==> config.mk <==
export PLATFORM = sky130hd
export DESIGN_NAME = divn_detector
export DESIGN_NICKNAME = d
export VERILOG_FILES = /design/src/rtl/divn_detector.sv
export SDC_FILE = /design/constraint.sdc
export NUM_CORES = 1
export LEC_CHECK = 0
export CAP_MARGIN = 10
export CORE_MARGIN = 4
export CORE_UTILIZATION = 32
export CTS_CLUSTER_DIAMETER = 60
export CTS_CLUSTER_SIZE = 28
export DETAILED_ROUTE_END_ITERATION = 8
export GPL_ROUTABILITY_DRIVEN = 0
export GPL_TIMING_DRIVEN = 0
export PLACE_DENSITY_LB_ADDON = 0.1
export SYNTH_ARGS = -nofsm -noshare
export SYNTH_HDL_FRONTEND = slang
export SYNTH_SLANG_ARGS = --single-unit
export TNS_END_PERCENT = 5
==> constraint.sdc <==
create_clock -name clk -period 2.55 [get_ports clk]
set_input_delay 0.6375 -clock clk [delete_from_list [all_inputs] [get_ports clk]]
set_output_delay 0.6375 -clock clk [all_outputs]
set_load 0.03 [all_outputs]
==> src/rtl/divn_detector.sv <==
// Serial divisibility detector: tracks a residue modulo DIVISOR over an enabled bit stream,
// either as a ones-count (MODE 0) or as an MSB-first binary value (MODE 1).
module divn_detector #(
    parameter int DIVISOR = 3,
    parameter int CNT_W   = 4,
    parameter int MODE    = 0,
    localparam int RW     = $clog2(DIVISOR)
) (
    input  logic             clk,
    input  logic             reset,
    input  logic             en,
    input  logic             ain,
    input  logic             clr,
    output logic             yout,
    output logic             yout_q,
    output logic [RW-1:0]    residue,
    output logic [CNT_W-1:0] count,
    output logic [CNT_W-1:0] hit_cnt
);

    if (DIVISOR < 2 || DIVISOR > 16) begin : g_bad_divisor
        $error("divn_detector: DIVISOR must be in 2..16");
    end

    localparam logic [RW:0] NVAL = (RW + 1)'(DIVISOR);

    logic [RW-1:0]    res;
    logic [RW-1:0]    res_nxt;
    logic             started;
    logic [CNT_W-1:0] cnt;
    logic [CNT_W-1:0] hits;
    logic [RW:0]      ext;

    // One extra bit covers res+1 == N and 2*res+ain <= 2N-1 without overflow.
    if (MODE == 1) begin : g_binary
        always_comb begin
            ext = {res, ain};
            if (ext >= NVAL) begin
                ext = ext - NVAL;
            end
            res_nxt = ext[RW-1:0];
        end
    end else begin : g_ones
        always_comb begin
            ext = {1'b0, res} + (RW + 1)'(1);
            if (ext == NVAL) begin
                ext = '0;
            end
            res_nxt = ain ? ext[RW-1:0] : res;
        end
    end

    always_ff @(posedge clk) begin
        if (!reset || clr) begin
            res     <= '0;
            started <= 1'b0;
            cnt     <= '0;
            hits    <= '0;
        end else if (en) begin
            res     <= res_nxt;
            started <= 1'b1;
            if (MODE == 1) begin
                cnt <= cnt + CNT_W'(1);
            end else begin
                cnt <= cnt + CNT_W'(ain);
            end
            if (res_nxt == '0 && hits != '1) begin
                hits <= hits + CNT_W'(1);
            end
        end
    end

    assign yout    = en & (res_nxt == '0);
    assign yout_q  = started & (res == '0);
    assign residue = res;
    assign count   = cnt;
    assign hit_cnt = hits;

endmodule

==> out/results.txt <==
Core area -> 0.00158 mm²
Synthesized flop and latch total -> 11
Setup bufs post-CTS -> 0
Antenna violations before repair -> 0
R2r endpoint -> hit_cnt[0]
Met1 GRT Util -> 0.150
Largest family of logic cells by synthesized area -> simple AND/OR/NAND/NOR gates
WP data required -> 1.91 ns
Post-synth top cells -> dfxtp_1 (11), nor2_1 (9), nand2_1 (6)
Hold WS -> 0.470 ns
Layout area overhead -> 40.3%
Crit end category -> output pin
Initial drt markers -> 5
Critical path arrival -> 1.80 ns
Most common cell in the netlist -> dfxtp_1
Tot Pwr -> 0.345 mW
Top post-synthesis cells by area -> dfxtp_1 (39%), mux2i_1 (8.9%), ha_1 (6.7%), nor2_1 (6.0%), a32oi_4 (4.9%)
Cells after Synth -> 59
Maxcap violations -> 0
Hold endpoint -> started
CTS tree -> done
Clock transition at the registers of the reported paths -> 0.07 ns
Placement Cell Area -> 739 µm²
Final HPWL DP -> 804 µm
Syn nets -> 67
Net switching component of the power -> 0.0863 mW
H-tree levels -> 1
Met3 Use GR -> 0.0392
Worst hold start -> started
Synth Area in Compound Gates -> 0.116
CTS Buffer Depth -> 2
Overall routing resource usage -> 0.101
Setup Skew -> 0.00421 ns
Floorplan row count -> 14
Xor and xnor area share after synthesis -> 0.0313
Final setup viols -> 0
DRC Markers -> 0
Simple-gate share of the synthesized area -> 0.268
Post-synth EDFFs -> 0
P_int -> 0.259 mW
Met2 usage -> 0.126
Sequential share of the synthesized area -> 0.394
Syn avg cell area -> 9.48 µm²
Setup_tns -> 0 ns
RSZ-0062 raised after global routing -> no
Peak supply drop -> 0.295 mV
Reg2reg path depth -> 3
Vias per cell -> 4.97
Comb power frac -> 0.138
Synth cell types -> 26
Resized cells post-CTS -> 6
IO Count -> 17
Initial Util -> 0.355
Fin. Hold Viols -> 0
Mux cell area share after synthesis -> 0.0895
Clock power frac -> 0.348
Adder-Cell Fraction of Synth Area -> 0.0671
Root Buffer -> clkbuf_4
Max frequency -> 411 MHz
First-pass GRT wire length -> 1950 µm
Hold buffers post-CTS -> 0
Design area -> 785 µm²
Mapped Area -> 559 µm²
FF-to-FF Start -> residue[1]
Hold Path Stages -> 2
Slew headroom -> 0.759
Worst Path Max Fanout -> 10
Tcrit/Tclk final -> 0.954
Finished Layout Cells -> 95
Crit Path Category -> in2out
Vias -> 472
Layout cells sized above 1 -> 0.114
Dpl cells -> 91
Top-area cell type share of the netlist area -> 0.394
Antenna Cells -> 0
Slew @ Worst Pin -> 0.362 ns
Busiest grt layer -> met1
Remaining Overflow, GRT -> 0
Vias in the first global route -> 438
Die Y-Extent -> 49.8 µm
Die footprint -> 0.00248 mm²
Lkg Pwr -> 0.314 nW
Seq pwr share -> 0.514
Die X -> 49.8 µm
CTS buffer count -> 3
Sw frac -> 0.250
DRT Wirelength -> 1050 µm
Filler Cells Inserted -> 159
HP Class -> reg2reg
Largest net degree at the start of global routing -> 11
TritonCTS Sinks -> 11
Pwr/cell area -> 440 mW/mm²
Min Tclk post-route -> 2.43 ns
Yosys warns -> 0
Input/output buffers -> 16
Synth area leader -> dfxtp_1
Nets -> 88
Drt pass-1 iters -> 2
Antenna violation net count after detailed routing -> 0
Main synth FF type -> dfxtp_1
Latest clock arrival within the worst-skew pair -> 0.26 ns
R2r setup slk -> 1.09 ns
Async S/R FF share, synth -> 0
WL/cell -> 11.1 µm
Slew Viols, Final -> 0
Crit start category -> input pin
Outcome -> finished clean
==> power by group through the flow <==
stage | Clock, mW | Sequential, mW | Combinational, mW
4_1_cts | 0.127 | 0.177 | 0.0460
3_5_place_dp | 0 | 0.181 | 0.0462
2_1_floorplan | 0 | 0.185 | 0.0240
5_1_grt | 0.137 | 0.178 | 0.0522
6_report | 0.120 | 0.177 | 0.0476
3_3_place_gp | 0 | 0.181 | 0.0461
==> registers in the layout, summed over array words and instances (netlist names) <==
register  flops
count         4
hit_cnt       4
residue       2
started       1
==> through the flow <==
step	utilization	worst slack (ns)
finish	0.498	0.117
global route	0.498	0.0206
CTS	0.487	0.00594
detailed placement	0.469	-0.586
global placement	0.469	-0.586
floorplan	-	0.547
==> layout make-up <==
class,instances,area [µm²],share of cell area
clock buffers,4,26.3,0.0335
well taps,16,20.0,0.0255
multi-input cells,44,335,0.427
plain buffers,2,15.0,0.0191
inverters,2,7.51,0.00957
repair buffers,16,160,0.204
flip-flops and latches,11,220,0.281
==> kinds of logic after synthesis <==
logic type	after synthesis
xor+xnor	2
compound gates	6
fa+ha+maj	3
mux	5
flops	11
buf+inv	4
simple gates	28
==> worst max-delay path by stage <==
stage	start	cells past startpoint	slack, ns	end
floorplan	en	4	0.55	yout
global placement	en	6	-0.59	yout
detailed placement	en	6	-0.59	yout
CTS	en	6	0.006	yout
global route	en	6	0.02	yout
finish	en	6	0.12	yout
==> layer usage <==
| layer | up-vias | share of wire |
|---|---|---|
| li1 | 248 | - |
| met4 | 0 | 0 |
| met2 | 11 | 0.42 |
| met5 | - | 0 |
| met3 | 0 | 0.055 |
| met1 | 213 | 0.53 |
==> cell usage in the layout (no fill, tap or decap), drive strengths merged, types with 2 or more instances in the layout <==
master and count:
clkdlybuf4s50 14, dfxtp 11, nor2 9, nand2 6, mux2i 5, clkbuf 5
ha 3, inv 2, nand3 2, nand2b 2, xor2 2, buf 2
and3 2
==> critical path, stage by stage <==
cell and delay, ns:
clkdlybuf4s50_1 0.49, buf_6 0.14, nor4b_4 0.20, nor2_1 0.09, inv_1 0.08, buf_4 0.16
Power figures use the tool's default switching activity.
